$ cat src/rtl/row_conv_ctrl.sv
// Row-convolution sequencer for one PE: loads a filter row and an activation row,
// then drives an external registered MAC one product per cycle and streams each psum out.
module row_conv_ctrl #(
  parameter int DATA_W = 16,
  parameter int PSUM_W = 32,
  parameter int S_MAX  = 5,
  parameter int W_MAX  = 16
) (
  input  logic                         clk,
  input  logic                         reset,
  input  logic                         start,
  input  logic [$clog2(S_MAX+1)-1:0]   cfg_s,
  input  logic [$clog2(W_MAX+1)-1:0]   cfg_w,
  output logic                         busy,
  output logic                         done,
  output logic                         cfg_err,
  input  logic                         w_valid,
  output logic                         w_ready,
  input  logic [DATA_W-1:0]            w_data,
  input  logic                         a_valid,
  output logic                         a_ready,
  input  logic [DATA_W-1:0]            a_data,
  output logic                         mac_en,
  output logic [DATA_W-1:0]            mac_a,
  output logic [DATA_W-1:0]            mac_w,
  output logic [DATA_W-1:0]            mac_sum,
  input  logic [PSUM_W-1:0]            mac_out,
  output logic                         psum_valid,
  input  logic                         psum_ready,
  output logic [PSUM_W-1:0]            psum_data,
  output logic [$clog2(W_MAX)-1:0]     psum_idx
);

  localparam int SW = $clog2(S_MAX + 1);
  localparam int AW = $clog2(W_MAX + 1);
  localparam int IW = $clog2(W_MAX);
  localparam int WI = (S_MAX > 1) ? $clog2(S_MAX) : 1;

  typedef enum logic [2:0] {IDLE, LOAD, COMPUTE, OUTPUT, DONE} state_t;

  state_t            state_q, state_n;
  logic [SW-1:0]     s_len_q, s_len_n, s_q, s_n, w_cnt_q, w_cnt_n;
  logic [AW-1:0]     w_len_q, w_len_n, a_cnt_q, a_cnt_n;
  logic [IW-1:0]     ox_q, ox_n;

  logic [DATA_W-1:0] wgt [S_MAX];
  logic [DATA_W-1:0] act [W_MAX];

  logic              cfg_ok, w_hs, a_hs, loaded, last_s, last_ox;
  logic [IW-1:0]     a_addr;
  logic [WI-1:0]     w_addr;

  logic              busy_d, done_d, cfg_err_d, w_ready_d, a_ready_d, mac_en_d, psum_valid_d;
  logic [DATA_W-1:0] mac_a_d, mac_w_d;
  logic [IW-1:0]     psum_idx_d;

  assign cfg_ok  = (cfg_s != '0) && (cfg_s <= SW'(S_MAX)) &&
                   (AW'(cfg_s) <= cfg_w) && (cfg_w <= AW'(W_MAX));
  assign w_hs    = w_valid && w_ready;
  assign a_hs    = a_valid && a_ready;
  assign loaded  = (w_cnt_q == s_len_q) && (a_cnt_q == w_len_q);
  assign last_s  = (s_q == s_len_q - SW'(1));
  assign last_ox = (ox_q == IW'(w_len_q - AW'(s_len_q)));

  // s_q is the tap index of the product on mac_a/mac_w this cycle; tap 0 starts a fresh sum.
  assign mac_sum   = (mac_en && (s_q != '0)) ? mac_out[DATA_W-1:0] : '0;
  // mac_out is frozen while mac_en is low, so the psum is forwarded without a re-register.
  assign psum_data = mac_out;

  always_ff @(posedge clk) begin
    if (reset) begin
      state_q    <= IDLE;
      s_len_q    <= '0;
      w_len_q    <= '0;
      s_q        <= '0;
      ox_q       <= '0;
      w_cnt_q    <= '0;
      a_cnt_q    <= '0;
      busy       <= 1'b0;
      done       <= 1'b0;
      cfg_err    <= 1'b0;
      w_ready    <= 1'b0;
      a_ready    <= 1'b0;
      mac_en     <= 1'b0;
      mac_a      <= '0;
      mac_w      <= '0;
      psum_valid <= 1'b0;
      psum_idx   <= '0;
    end else begin
      state_q    <= state_n;
      s_len_q    <= s_len_n;
      w_len_q    <= w_len_n;
      s_q        <= s_n;
      ox_q       <= ox_n;
      w_cnt_q    <= w_cnt_n;
      a_cnt_q    <= a_cnt_n;
      busy       <= busy_d;
      done       <= done_d;
      cfg_err    <= cfg_err_d;
      w_ready    <= w_ready_d;
      a_ready    <= a_ready_d;
      mac_en     <= mac_en_d;
      mac_a      <= mac_a_d;
      mac_w      <= mac_w_d;
      psum_valid <= psum_valid_d;
      psum_idx   <= psum_idx_d;
    end
  end

  always_ff @(posedge clk) begin
    if ((state_q == LOAD) && w_hs) wgt[WI'(w_cnt_q)] <= w_data;
    if ((state_q == LOAD) && a_hs) act[IW'(a_cnt_q)] <= a_data;
  end

  always_comb begin
    state_n = state_q;
    s_len_n = s_len_q;
    w_len_n = w_len_q;
    s_n     = s_q;
    ox_n    = ox_q;
    w_cnt_n = w_cnt_q;
    a_cnt_n = a_cnt_q;
    case (state_q)
      IDLE: begin
        if (start && cfg_ok) begin
          state_n = LOAD;
          s_len_n = cfg_s;
          w_len_n = cfg_w;
          w_cnt_n = '0;
          a_cnt_n = '0;
          s_n     = '0;
          ox_n    = '0;
        end
      end
      LOAD: begin
        if (w_hs) w_cnt_n = w_cnt_q + SW'(1);
        if (a_hs) a_cnt_n = a_cnt_q + AW'(1);
        if (loaded) begin
          state_n = COMPUTE;
          s_n     = '0;
          ox_n    = '0;
        end
      end
      COMPUTE: begin
        if (last_s) state_n = OUTPUT;
        else        s_n     = s_q + SW'(1);
      end
      OUTPUT: begin
        if (psum_ready) begin
          if (last_ox) begin
            state_n = DONE;
          end else begin
            state_n = COMPUTE;
            ox_n    = ox_q + IW'(1);
            s_n     = '0;
          end
        end
      end
      DONE:    state_n = IDLE;
      default: state_n = IDLE;
    endcase
  end

  // Outputs are decoded from next-state values so they register in step with state_q.
  always_comb begin
    a_addr       = IW'(AW'(ox_n) + AW'(s_n));
    w_addr       = WI'(s_n);
    busy_d       = (state_n != IDLE);
    done_d       = (state_n == DONE);
    cfg_err_d    = (state_q == IDLE) && start && !cfg_ok;
    w_ready_d    = (state_n == LOAD) && (w_cnt_n != s_len_n);
    a_ready_d    = (state_n == LOAD) && (a_cnt_n != w_len_n);
    mac_en_d     = (state_n == COMPUTE);
    mac_a_d      = mac_en_d ? act[a_addr] : '0;
    mac_w_d      = mac_en_d ? wgt[w_addr] : '0;
    psum_valid_d = (state_n == OUTPUT);
    psum_idx_d   = psum_valid_d ? ox_n : '0;
  end

endmodule

$ cat config.mk
export PLATFORM = sky130hd
export DESIGN_NAME = row_conv_ctrl
export DESIGN_NICKNAME = d
export VERILOG_FILES = /design/src/rtl/row_conv_ctrl.sv
export SDC_FILE = /design/constraint.sdc
export NUM_CORES = 1
export LEC_CHECK = 0
export CAP_MARGIN = 20
export CORE_ASPECT_RATIO = 0.75
export CORE_MARGIN = 1.5
export CORE_UTILIZATION = 50
export CTS_CLUSTER_SIZE = 25
export DETAILED_ROUTE_END_ITERATION = 7
export GPL_TIMING_DRIVEN = 0
export PLACE_DENSITY = 0.74
export SLEW_MARGIN = 15
export SYNTH_ARGS = -nofsm -noshare
export SYNTH_HDL_FRONTEND = slang
export SYNTH_SLANG_ARGS = --single-unit
$ cat constraint.sdc
create_clock -name clk -period 5.85 [get_ports clk]
set_clock_uncertainty 0.15 [all_clocks]
set_input_delay 1.4625 -clock clk [delete_from_list [all_inputs] [get_ports clk]]
set_output_delay 1.4625 -clock clk [all_outputs]
set_load 0.01 [all_outputs]
==> flow_metrics.env <==
export IMPL_grt_max_degree=17
export IMPL_antenna_found_initial=0
export IMPL_layout_setup_ws_ns=0.203
export IMPL_avgRoutedWirePerCell_um=21.8
export IMPL_clk_path_buf_depth=3
export IMPL_layout_cells_most_common_list="edfxtp_1 (336), clkdlybuf4s50_1 (146), nor2_1 (81)"
export IMPL_die_h_um=161
export IMPL_power_density_nw_per_um2=295
export IMPL_synth_area_per_cell_sq_um=16.4
export IMPL_p_leak_uw=0.00698
export IMPL_path_clk_slew_ns=0.06
export IMPL_netlist_instances=1009
export IMPL_ys_flop_type="edfxtp_1"
export IMPL_wl_um=37100
export IMPL_cts_root_buf="clkbuf_16"
export IMPL_diodes=0
export IMPL_ys_ff_latch=405
export IMPL_io_pins=169
export IMPL_die_w_um=213
export IMPL_syn_nets=1107
export IMPL_dieArea_sq_um=34200
export IMPL_drive_gt1_frac=0.198
export IMPL_drt_iter0_markers=909
export IMPL_yosysTopAreaCellShare=0.610
export IMPL_clk_latency_ns=0.55
export IMPL_ant_nets=0
export IMPL_start_util=0.510
export IMPL_setup_viol=0
export IMPL_crit_path_end_kind="flip-flop"
export IMPL_maxSlewHeadroom=0.337
export IMPL_yosys_warnings=0
export IMPL_cts_tree="done"
export IMPL_io_buffers=152
export IMPL_grt_overflow=0
export IMPL_crit_fanout=10
export IMPL_worst_setup_path_type="in2reg"
export IMPL_maxCapViolCount=0
export IMPL_core_area_sq_um=32400
export IMPL_fin_nets=1329
export IMPL_yosysSeqAreaShare=0.693
export IMPL_required_ns=6.12
export IMPL_netlist_area_sq_um=16500
export IMPL_grt_pass1_wl_um=56200
export IMPL_drc=0
export IMPL_place_ws_ns=-1.67
export IMPL_holdCritPathClass="reg2reg"
export IMPL_rsz0062_at_grt="false"
export IMPL_grt_pass1_vias=9437
export IMPL_synth_cell_type_count=66
export IMPL_gp_congestion=0.870
export IMPL_fin_total_pwr_uw=6030
export IMPL_grt_usage=0.221
export IMPL_finalHoldViolCount=0
export IMPL_worst_pin_slew_ns=0.986
export IMPL_cp_start_kind="input pin"
export IMPL_synthArstFlopShare=0
export IMPL_outcome="finished clean"
export IMPL_yosysTopAreaCell="edfxtp_1"
export IMPL_cts_hold_buf=0
export IMPL_instances_no_fill=1705
export IMPL_rows=57
export IMPL_fin_crit_ns=5.65
export IMPL_area_delta_synth_final_pct=23.5
export IMPL_dp_cells=1629
export IMPL_fin_crit_sh=0.965
export IMPL_place_hpwl_um=25900
export IMPL_arrival_ns=5.91
export IMPL_synthTopCellsByArea="edfxtp_1 (61%), mux4_2 (8.7%), dfxtp_1 (8.3%)"
export IMPL_max_freq_mhz=177
export IMPL_dr_pass1_iters=6
export IMPL_cts_buffers=40
export IMPL_via_per_inst=5.61
export IMPL_synth_edff_count=336
export IMPL_peakVddDrop_mv=0.288
export IMPL_slew_viol_final=0
export IMPL_h_tree_depth=2
export IMPL_vias=9569
export IMPL_cts_sinks=405
export IMPL_final_common_cell="edfxtp_1"
sequential cells by signal (all words and copies together), names as in the netlist, 3 cells and up:
signal    cells
act         256
wgt          80
w_len_q       5
state_q       3
mac_w        16
w_cnt_q       3
ox_q          4
a_cnt_q       5
s_len_q       3
psum_idx      4
s_q           3
mac_a        16
metrics by stage:
step,hold WS (ns),utilization,instance area (sq um),setup TNS [ns]
after floorplan,0.375,-,16500,0
after global placement,0.394,0.574,18600,-30.20
after detailed placement,0.400,0.584,19000,-25.21
after CTS,0.404,0.627,20400,0
after global routing,0.437,0.630,20400,0
final,0.414,0.630,20400,0
layout make-up:
cell class | count | area (sq um)
fill | 2303 | 12000
multi-input combinational | 494 | 4620
inverter | 27 | 106
clock buffer | 56 | 1110
clock inverter | 18 | 153
buffer | 81 | 566
timing repair buffer | 182 | 1840
tap | 442 | 553
sequential | 405 | 11500
Yosys cell counts (8+ instances only):
| cell type | count |
|---|---|
| a2111oi_0 | 24 |
| a21oi_1 | 30 |
| and2_1 | 21 |
| buf_4 | 36 |
| clkbuf_1 | 30 |
| dfxtp_1 | 69 |
| edfxtp_1 | 336 |
| ha_1 | 18 |
| inv_1 | 25 |
| mux2_1 | 16 |
| mux2i_1 | 55 |
| mux4_2 | 64 |
| nand2_1 | 33 |
| nand3_1 | 13 |
| nor2_1 | 93 |
| nor3_1 | 14 |
| o21ai_0 | 8 |
| xnor2_1 | 12 |
| xor2_1 | 12 |
cells by family after synthesis:
kind of cell / count (synthesis) / share of synthesized area
AO/OA/AOI/OAI: 100 / 0.0451
XOR/XNOR: 28 / 0.0174
adder cells (fa/ha/maj): 20 / 0.0160
buffers and inverters: 110 / 0.0357
flip-flops: 405 / 0.693
multiplexers: 136 / 0.132
AND/OR/NAND/NOR: 210 / 0.0604
layer usage:
layer | vias to the layer above | global-route usage | part of all wire
met5 | - | 0 | 0
met4 | 0 | 0.0561 | 0.018
met3 | 60 | 0.0411 | 0.088
met2 | 431 | 0.333 | 0.45
met1 | 4762 | 0.334 | 0.44
li1 | 4316 | - | -
worst max-delay path, stage by stage:
cell and delay, ns:
clkdlybuf4s50_1 0.54, a221o_1 0.53, nor4_4 0.37, o211a_1 0.19
buf_4 0.16, a21bo_1 0.12, buf_4 0.16, buf_6 0.19
inv_1 0.07, ha_2 0.19, fa_2 0.75, buf_8 0.21
mux4_2 0.32, mux2i_1 0.25, nor2_1 0.06, mux2_1 0.32
path summary, 6_finish.rpt:
check / startpoint / endpoint / slack [ns] / depth (start not counted)
max: cfg_w[4] / mac_a[13] / 0.20 / 16
min: wgt[4][10] / mac_w[10] / 0.41 / 2
max reg2reg: s_len_q[0] / mac_a[3] / 0.81 / 19
min reg2reg: wgt[4][10] / mac_w[10] / 0.41 / 2
report_power, final:
group	switching [uW]	internal, uW	total (uW)	leakage (uW)
sequential	8.28	3130	3140	0.00358
clock	1050	1430	2480	0.000615
combinational	209	205	414	0.00279
timing repair:
item / 4_1_cts / 5_1_grt
setup buffers: 1 / 3
pin swaps: 1 / 5
resized for setup: 58 / 21
setup endpoints to repair: 16 / 16
Note: power is estimated with default switching activity, not from simulation.
